===== src/rtl/chng_det_pkg.sv =====
// Shared types and helpers for the multi-channel change detector.
// Build option: MULTI_CHNG_DET_SYNC_EN adds a 2-flop input synchronizer per channel.
package chng_det_pkg;

   typedef enum logic [1:0] {
      MODE_OFF  = 2'b00,
      MODE_RISE = 2'b01,
      MODE_FALL = 2'b10,
      MODE_BOTH = 2'b11
   } mode_e;

   typedef enum logic {
      ST_IDLE = 1'b0,
      ST_QUAL = 1'b1
   } state_e;

   // Filter counter only has to reach FILT_LEN-1; keep at least one bit.
   function automatic int filt_cnt_w(input int filt_len);
      int w;
      w = $clog2(filt_len);
      if (w < 1) w = 1;
      return w;
   endfunction

endpackage


===== src/rtl/chng_det_ch.sv =====
// One detector channel: optional synchronizer, glitch filter FSM, edge qualify,
// sticky flag and saturating event counter. Build option: MULTI_CHNG_DET_SYNC_EN.
module chng_det_ch
   import chng_det_pkg::*;
#(
   parameter int FILT_LEN = 3,
   parameter int CNT_W    = 8
) (
   input  logic             clk,
   input  logic             rst,
   input  logic             sig_i,
   input  mode_e            mode_i,
   input  logic             clr_i,
   output logic             lvl_o,
   output logic             det_o,
   output logic             det_d_o,
   output logic             sticky_o,
   output logic [CNT_W-1:0] evt_cnt_o,
   output state_e           state_o
);

   localparam int               CW       = filt_cnt_w(FILT_LEN);
   localparam logic [CW-1:0]    CNT_LAST = CW'(FILT_LEN - 1);
   localparam logic [CNT_W-1:0] EVT_MAX  = '1;

   logic r;

`ifdef MULTI_CHNG_DET_SYNC_EN
   logic sync1_q, sync1_d, sync2_q, sync2_d;

   always_comb begin
      sync1_d = sig_i;
      sync2_d = sync1_q;
   end

   always_ff @(posedge clk) begin
      if (rst) begin
         sync1_q <= 1'b0;
         sync2_q <= 1'b0;
      end else begin
         sync1_q <= sync1_d;
         sync2_q <= sync2_d;
      end
   end

   assign r = sync2_q;
`else
   assign r = sig_i;
`endif

   state_e           state_q, state_d;
   logic [CW-1:0]    cnt_q, cnt_d;
   logic             lvl_q, lvl_d;
   logic             accept;
   logic             det_q, det_d;
   logic             sticky_q, sticky_d;
   logic [CNT_W-1:0] evt_q, evt_d;

   always_ff @(posedge clk) begin
      if (rst) begin
         state_q <= ST_IDLE;
         cnt_q   <= '0;
         lvl_q   <= 1'b0;
      end else begin
         state_q <= state_d;
         cnt_q   <= cnt_d;
         lvl_q   <= lvl_d;
      end
   end

   always_comb begin
      state_d = state_q;
      cnt_d   = cnt_q;
      lvl_d   = lvl_q;
      accept  = 1'b0;
      if (r == lvl_q) begin
         state_d = ST_IDLE;
         cnt_d   = '0;
      end else if (cnt_q == CNT_LAST) begin
         state_d = ST_IDLE;
         cnt_d   = '0;
         lvl_d   = r;
         accept  = 1'b1;
      end else begin
         state_d = ST_QUAL;
         cnt_d   = cnt_q + 1'b1;
      end
   end

   // Mode is looked at only on the accepting edge; a new event beats a same-cycle clear.
   always_comb begin
      det_d = 1'b0;
      unique case (mode_i)
         MODE_RISE: det_d = accept & r;
         MODE_FALL: det_d = accept & ~r;
         MODE_BOTH: det_d = accept;
         default:   det_d = 1'b0;
      endcase
      sticky_d = clr_i ? 1'b0 : sticky_q;
      evt_d    = clr_i ? '0 : evt_q;
      if (det_d) begin
         sticky_d = 1'b1;
         if (clr_i)                evt_d = CNT_W'(1);
         else if (evt_q != EVT_MAX) evt_d = evt_q + 1'b1;
      end
   end

   always_ff @(posedge clk) begin
      if (rst) begin
         det_q    <= 1'b0;
         sticky_q <= 1'b0;
         evt_q    <= '0;
      end else begin
         det_q    <= det_d;
         sticky_q <= sticky_d;
         evt_q    <= evt_d;
      end
   end

   assign lvl_o     = lvl_q;
   assign det_o     = det_q;
   assign det_d_o   = det_d;
   assign sticky_o  = sticky_q;
   assign evt_cnt_o = evt_q;
   assign state_o   = state_q;

endmodule


===== src/rtl/multi_chng_det.sv =====
// Multi-channel glitch-filtered change detector with sticky flags and event counters.
// Build option: MULTI_CHNG_DET_SYNC_EN adds a 2-flop synchronizer on every input bit.
module multi_chng_det
   import chng_det_pkg::*;
#(
   parameter int NCH      = 4,
   parameter int FILT_LEN = 3,
   parameter int CNT_W    = 8
) (
   input  logic                 clk,
   input  logic                 rst,
   input  logic [NCH-1:0]       sig,
   input  logic [1:0]           mode,
   input  logic                 clr,
   output logic [NCH-1:0]       chngd_sig,
   output logic [NCH-1:0]       det_out,
   output logic                 det_any,
   output logic [NCH-1:0]       sticky,
   output logic [NCH*CNT_W-1:0] evt_cnt,
   output logic [NCH-1:0]       dbg_state
);

   logic [NCH-1:0] det_d_all;
   logic           det_any_q, det_any_d;

   for (genvar g = 0; g < NCH; g++) begin : g_ch
      chng_det_ch #(
         .FILT_LEN (FILT_LEN),
         .CNT_W    (CNT_W)
      ) u_ch (
         .clk       (clk),
         .rst       (rst),
         .sig_i     (sig[g]),
         .mode_i    (mode_e'(mode)),
         .clr_i     (clr),
         .lvl_o     (chngd_sig[g]),
         .det_o     (det_out[g]),
         .det_d_o   (det_d_all[g]),
         .sticky_o  (sticky[g]),
         .evt_cnt_o (evt_cnt[g*CNT_W +: CNT_W]),
         .state_o   (dbg_state[g])
      );
   end

   // Registered from next-state values so det_any lines up with det_out.
   always_comb det_any_d = |det_d_all;

   always_ff @(posedge clk) begin
      if (rst) det_any_q <= 1'b0;
      else     det_any_q <= det_any_d;
   end

   assign det_any = det_any_q;

endmodule


===== config.mk =====
export PLATFORM = sky130hd
export DESIGN_NAME = multi_chng_det
export DESIGN_NICKNAME = d
export VERILOG_FILES = /design/src/rtl/chng_det_pkg.sv /design/src/rtl/chng_det_ch.sv /design/src/rtl/multi_chng_det.sv
export SDC_FILE = /design/constraint.sdc
export NUM_CORES = 1
export LEC_CHECK = 0
export CORE_ASPECT_RATIO = 1.25
export CORE_MARGIN = 2
export CORE_UTILIZATION = 46
export CTS_CLUSTER_DIAMETER = 150
export DETAILED_ROUTE_END_ITERATION = 12
export GPL_TIMING_DRIVEN = 0
export PLACE_DENSITY = 0.76
export SKIP_CTS_REPAIR_TIMING = 1
export SLEW_MARGIN = 40
export SYNTH_ARGS = -nofsm -noshare
export SYNTH_HDL_FRONTEND = slang
export SYNTH_SLANG_ARGS = --single-unit

===== constraint.sdc =====
create_clock -name clk -period 2 [get_ports clk]
set_input_delay 0.6 -clock clk [delete_from_list [all_inputs] [get_ports clk]]
set_output_delay 0.6 -clock clk [all_outputs]
set_load 0.02 [all_outputs]

==> metrics.md, run 1 <==
| Metric | Value |
|---|---|
| GPL Wtd Cong | `0.857` |
| WL/cell | `15.4 um` |
| FILL cells | `453` |
| Total gr overflow | `0` |
| Vias in the first global route | `2260` |
| M3 GR Usage | `0.0462` |
| TritonCTS buffer count | `9` |
| Critical Path AT | `2.20 ns` |
| Initial antenna violation count | `0` |
| CORE AREA | `0.00570 mm2` |
| Crit path buf inv count | `3` |
| CTS tree | `done` |
| Post-Synth Simple-Gate Area | `0.186` |
| Most common library cells after synthesis | `57 x dfxtp_1, 26 x nor2_1, 20 x a21oi_1, 20 x inv_1, 16 x buf_4` |
| Mapped Cells | `299` |
| Detailed placement HPWL | `4440 um` |
| WL final | `6810 um` |
| Area share of the largest cell type after synthesis | `0.425` |
| Clk_lat worst skew | `0.34 ns` |
| Pleak | `1.93 nW` |
| DRC | `0` |
| Storage element area | `0.00114 mm2` |
| DR vias/cell | `5.68` |
| Critical-path cell list | `clkbuf_2, inv_1, ha_1, o21ba_4, o2111ai_2, buf_4, o311ai_1, o41ai_1` |
| Largest family of logic cells by synthesized area | `compound AO/OA/AOI/OAI gates` |
| Cell Area, Synth | `0.00268 mm2` |
| Worst Path Max Fanout | `10` |
| Status | `completed` |
| Max transition margin | `0.555` |
| Share of cells above drive strength 1 | `0.180` |
| Placed inst area | `0.00334 mm2` |
| Tightest Pin Transition | `0.665 ns` |
| I/O Buffers | `56` |
| CTS max path bufs | `2` |
| Leading area contributor after synthesis | `dfxtp_1` |
| Compound-Gate Fraction of Synth Area | `0.199` |
| Pre-Repair DR Iteration Count | `4` |
| Final max-slew violation count | `0` |
| GRT Max-Usage Layer | `met2` |
| Xor and xnor area share after synthesis | `0.0261` |
| Die H | `89.4 um` |
| Synth top area cells | `dfxtp_1 43%, ha_1 5.1%, buf_4 4.5%` |
| Max-cap violations | `0` |
| Area grow syn2layout | `43.1%` |
| Max Freq | `0.502 GHz` |
| Global Route Usage Sum | `0.203` |
| Setup crit start kind | `input port` |
| Commonest register cell after synthesis | `dfxtp_1` |
| Adder-cell share of the synthesized area | `0.0513` |
| Final ANT Viol Nets | `0` |
| Die W | `72.3 um` |
| Largest net degree at the start of global routing | `11` |
| Post-route cell area | `0.00384 mm2` |
| Starting DRT DRC Count | `165` |
| Critical path endpoint category | `flop` |
| Syn Nets | `319` |
| Sequential area share after synthesis | `0.425` |
| GR Layer Usage met2 | `0.342` |
| Number of synthesized flops with an enable pin | `0` |
| Critical path's top delay family | `compound AO/OA/AOI/OAI gates` |
| Initial Util | `0.471` |
| Final Hold Viols | `0` |
| Die ar. | `0.00647 mm2` |
| Synth Register Bits | `57` |
| WP data required | `2.21 ns` |
| Post-synth ARST share | `0` |
| Vias | `2518` |
| CP max stage delay | `0.30 ns` |
| Clock transition at path regs | `0.06 ns` |
| Synthesized area per cell | `8.98 um2` |
| Total power draw | `2.42 mW` |
| Min Tclk post-route | `1.99 ns` |
| Fin nets | `392` |
| Clock root cell | `clkbuf_8` |
| IO Count | `58` |
| Antenna Diode Count | `0` |
| Distinct cells, synth | `44` |
| WS Path Type | `input port to flop` |
| Mux share of post-synthesis cell area | `0.0224` |
| Synth Warn # | `0` |
| Slowest-stage cell, CP | `o311ai_1` |
| # rows | `31` |
| Worst VDD drop | `0.514 mV` |
| First-pass GRT wire length | `10100 um` |
| Clock sink count | `57` |
| Final setup vio count | `0` |
| Most frequent cell after synthesis | `dfxtp_1` |
| HP Class | `flop to flop` |
| Worst clock skew | `0.00655 ns` |
| Final Cycle Share | `0.996` |
| GR Util met1 | `0.234` |
| Multi-input gate area | `0.00149 mm2` |
| P per Cell Area | `629 mW/mm2` |
| # H-tree levels | `3` |
## worst reg2reg max path: cells and delay by family, from the launching register on
family                     cells  cell delay [ns]
DFF                            1             0.36
AOI/OAI and AO/OA              1             0.14
buffers and inverters          1             0.18
and+or+nand+nor                3             0.84
adders and majority gates      1             0.26
## where the power goes
part | leakage [nW] | switching, mW | internal, mW
clock | 0.0974 | 0.444 | 0.606
combinational | 1.37 | 0.116 | 0.0851
sequential | 0.461 | 0.0102 | 1.16
total | 1.93 | 0.570 | 1.85
## cell families (layout without fill, tap and decap cells)
group                      after synthesis  in the layout
AOI/OAI and AO/OA                       74             74
adders and majority gates               11             11
xor gates and xnor gates                 8              8
DFF                                     57             57
muxes                                    6              6
and+or+nand+nor                         95             95
buffers and inverters                   48            126
## final timing paths
check / from / end / slack (ns) / cells past startpoint
worst max-delay path: mode[1] / g_ch[3].u_ch.evt_cnt_o[2] / 0.008 / 8
worst min-delay path: g_ch[2].u_ch.cnt_q[0] / g_ch[2].u_ch.cnt_q[0] / 0.41 / 1
worst max register to register: g_ch[3].u_ch.evt_cnt_o[0] / g_ch[3].u_ch.evt_cnt_o[4] / 0.15 / 6
worst min register to register: g_ch[2].u_ch.cnt_q[0] / g_ch[2].u_ch.cnt_q[0] / 0.41 / 1
## flip-flops by register name, summed over array words and instances, names as in the netlist
register	cells
g_ch.u_ch.lvl_o	4
g_ch.u_ch.evt_cnt_o	32
g_ch.u_ch.sticky_o	4
g_ch.u_ch.det_o	4
g_ch.u_ch.cnt_q	8
det_any	1
g_ch.u_ch.state_o	4
## cells in the final DEF, fill, tap and decap left out, types with 4 or more instances in the layout
master           netlist  final
clkdlybuf4s50_1        0     22
o21ai_0                7      7
nand4_1                8      8
dfxtp_1               57     57
dlymetal6s2s_1         0     32
o31ai_1               10      9
nand2_1               14     14
clkbuf_2               0      4
or4_1                 11     11
clkbuf_8               0     10
ha_1                  11      9
clkbuf_1              11      8
o311ai_1               4      4
xor2_2                 0      8
nand3_1               14     14
inv_1                 20     19
o41ai_1                8      7
mux2i_1                6      6
buf_4                 16     23
a21o_1                 4      4
a21oi_1               20     20
nor2_1                26     25
## metal layers
layer  share of wire  vias to the layer above
li1                -                     1223
met1            0.41                     1200
met2            0.51                       81
met3           0.057                       14
met4           0.021                        0
met5               0                        -
## final cells by class
type / instances / share of cell area
clock buffers: 13 / 0.0388
multi-input cells: 194 / 0.388
flip-flops and latches: 57 / 0.297
well taps: 66 / 0.0215
plain buffers: 28 / 0.0495
clock inverters: 3 / 0.0104
inverters: 20 / 0.0196
repair buffers: 62 / 0.175
## through the flow
step | instances | worst slack [ns] | TNS, ns | utilization | hold slack [ns]
floorplan | 299 | -0.00877 | -0.00877 | - | 0.393
global placement | 421 | -0.772 | -30.03 | 0.585 | 0.400
detailed placement | 421 | -0.812 | -30.81 | 0.585 | 0.403
CTS | 437 | -0.481 | -13.99 | 0.619 | 0.412
global route | 443 | -0.0667 | -0.102 | 0.673 | 0.426
finish | 443 | 0.00753 | 0 | 0.673 | 0.413
Note: power is estimated with default switching activity, not from simulation.
==> run 2, diff against run 1 <==
--- a/config.mk
+++ b/config.mk
@@ -12,6 +12,7 @@
 export DETAILED_ROUTE_END_ITERATION = 12
 export GPL_TIMING_DRIVEN = 0
 export PLACE_DENSITY = 0.76
+export SETUP_SLACK_MARGIN = 0.5
 export SKIP_CTS_REPAIR_TIMING = 1
 export SLEW_MARGIN = 40
 export SYNTH_ARGS = -nofsm -noshare
==> run 2 against run 1 <==
  * Sequential power barely moved
  * Worst hold slack worse by 0.00093 ns
  * Critical path depth fell by 1
  * Critical endpoint is now g_ch[2].u_ch.evt_cnt_o[3]
  * Die area unchanged
  * Largest cell class unchanged
  * Highest routed layer unchanged
  * Global-route usage grew 0.41 points
  * Flip-flop and latch count stayed put
  * Core utilization is 11 points higher
==> metrics.md, run 2 (synthesized netlist as in run 1, its figures left out) <==
| Metric | Value |
|---|---|
| WL final | `7770 um` |
| Tightest Pin Transition | `0.512 ns` |
| CP max stage delay | `0.56 ns` |
| Die ar. | `0.00647 mm2` |
| CP Depth | `7` |
| Most frequent cells in the layout | `50 x buf_4, 39 x buf_6, 27 x dfxtp_2, 18 x inv_1, 17 x nor2_1` |
| Final Cycle Share | `0.925` |
| Pre-Repair DR Iteration Count | `4` |
| Worst VDD drop | `0.458 mV` |
| Final max-slew violation count | `0` |
| WL/cell | `16.7 um` |
| Area grow syn2layout | `66.1%` |
| Int Pwr | `1.87 mW` |
| Final ANT Viol Nets | `0` |
| FILL cells | `364` |
| Critical path's top delay family | `compound AO/OA/AOI/OAI gates` |
| Seq pwr share | `0.464` |
| RSZ-0062 raised after global routing | `yes` |
| Global Route Usage Sum | `0.207` |
| TritonCTS buffer count | `9` |
| Worst Setup Slack, final | `0.151 ns` |
| GPL Wtd Cong | `0.865` |
| WS Path Type | `input port to flop` |
| Max-cap violations | `0` |
| Worst reg2reg startpoint | `g_ch[3].u_ch.evt_cnt_o[0]` |
| Die H | `89.4 um` |
| Switching Fraction | `0.246` |
| Largest net degree at the start of global routing | `11` |
| Crit path buf inv count | `2` |
| Initial Util | `0.471` |
| Max Freq | `0.541 GHz` |
| Switch Pwr | `0.609 mW` |
| Flop2flop setup slack | `0.29 ns` |
| CORE AREA | `0.00570 mm2` |
| Critical-path cell list | `buf_12, inv_4, ha_4, o21ba_4, o2111ai_4, or4_4, a21oi_2` |
| Commonest non-fill, non-tap cell in the layout | `buf_4` |
| Post-route cell area | `0.00446 mm2` |
| Final hold slack | `0.412 ns` |
| Critical Path AT | `2.13 ns` |
| Share of cells above drive strength 1 | `0.568` |
| IO Count | `58` |
| Cells on worst reg2reg path | `6` |
| Vias in the first global route | `2235` |
| Placed inst area | `0.00359 mm2` |
| Min Tclk post-route | `1.85 ns` |
| Setup crit start kind | `input port` |
| # rows | `31` |
| Slowest-stage cell, CP | `or4_4` |
| Worst clock skew | `0.00712 ns` |
| Reg2reg end | `g_ch[3].u_ch.evt_cnt_o[4]` |
| Number of flip-flops in the largest register | `32` |
| First-pass GRT wire length | `10200 um` |
| Initial antenna violation count | `0` |
| Final Hold Viols | `0` |
| WP data required | `2.28 ns` |
| Total gr overflow | `0` |
| Clock share of power | `0.430` |
| Clock transition at path regs | `0.07 ns` |
| Antenna Diode Count | `0` |
| Max transition margin | `0.658` |
| Pre-CTS WS | `-0.809 ns` |
| Die W | `72.3 um` |
| HP Class | `flop to flop` |
| Starting DRT DRC Count | `193` |
| Critical path endpoint category | `flop` |
| Clk_lat worst skew | `0.35 ns` |
| Status | `completed` |
| Pleak | `1.80 nW` |
| Combinational Power Share | `0.106` |
| Detailed placement HPWL | `4400 um` |
| Final setup vio count | `0` |
| DR vias/cell | `5.80` |
| Clock sink count | `57` |
| # H-tree levels | `3` |
| Crit path to | `g_ch[2].u_ch.evt_cnt_o[3]` |
| CTS tree | `done` |
| Total power draw | `2.48 mW` |
| Clock root cell | `clkbuf_8` |
| Fin nets | `415` |
| Vias | `2702` |
| Crit path launch | `mode[1]` |
| DRC | `0` |
| P per Cell Area | `556 mW/mm2` |
| Layout Utilization | `0.782` |
| I/O Buffers | `56` |
| Worst Path Max Fanout | `6` |
| CTS max path bufs | `2` |
## run 2: cell count changes in the layout (fill, tap and decap cells not counted), moves of 5 or more
cell and delta:
buf_6 +37, nor2_1 -8, o41ai_2 +5, buf_4 +27
clkdlybuf4s50_1 -22, dfxtp_1 -41, clkbuf_1 -5, dfxtp_2 +27
dfxtp_4 +14, nor2_4 +6, o41ai_1 -5, dlymetal6s2s_1 -27
## run 2: stage by stage
step | instances | setup TNS [ns]
floorplan | 299 | 0
global placement | 421 | -29.89
detailed placement | 421 | -30.46
CTS | 437 | -12.29
global route | 466 | 0
finish | 466 | 0
## run 2: worst min-delay path by stage
stage                           from               endpoint  cells after the start
4_1_cts        g_ch[2].u_ch.cnt_q[0]  g_ch[2].u_ch.cnt_q[0]                      1
5_1_grt        g_ch[2].u_ch.cnt_q[0]  g_ch[2].u_ch.cnt_q[0]                      1
3_3_place_gp   g_ch[2].u_ch.cnt_q[0]  g_ch[2].u_ch.cnt_q[0]                      1
2_1_floorplan  g_ch[0].u_ch.cnt_q[0]  g_ch[0].u_ch.cnt_q[0]                      1
3_5_place_dp   g_ch[2].u_ch.cnt_q[0]  g_ch[2].u_ch.cnt_q[0]                      1
6_report       g_ch[0].u_ch.cnt_q[0]  g_ch[0].u_ch.cnt_q[0]                      1
## run 2: metal layers
| layer | wire length [um] | GRT usage | vias up |
|---|---|---|---|
| li1 | - | - | 1279 |
| met1 | 2930 | 0.241 | 1303 |
| met2 | 4190 | 0.350 | 99 |
| met3 | 411 | 0.0451 | 21 |
| met4 | 240 | 0.117 | 0 |
| met5 | 0 | 0 | - |
## run 2: area by class of cell
class                           count  area [um2]  share of cell area
Tap cell                           66        82.6              0.0185
Timing Repair Buffer               85         793               0.178
Inverter                           20        90.1              0.0202
Clock inverter                      3        40.0             0.00898
Sequential cell                    57        1230               0.275
Multi-Input combinational cell    194        1790               0.401
Buffer                             28         288              0.0646
Clock buffer                       13         149              0.0334
## run 2: power by group through the flow
stage / clock, mW / combinational [mW] / sequential (mW)
3_5_place_dp: 0 / 0.200 / 1.19
3_3_place_gp: 0 / 0.197 / 1.19
2_1_floorplan: 0 / 0.134 / 1.19
4_1_cts: 1.07 / 0.202 / 1.16
5_1_grt: 1.13 / 0.282 / 1.15
6_report: 1.07 / 0.264 / 1.15
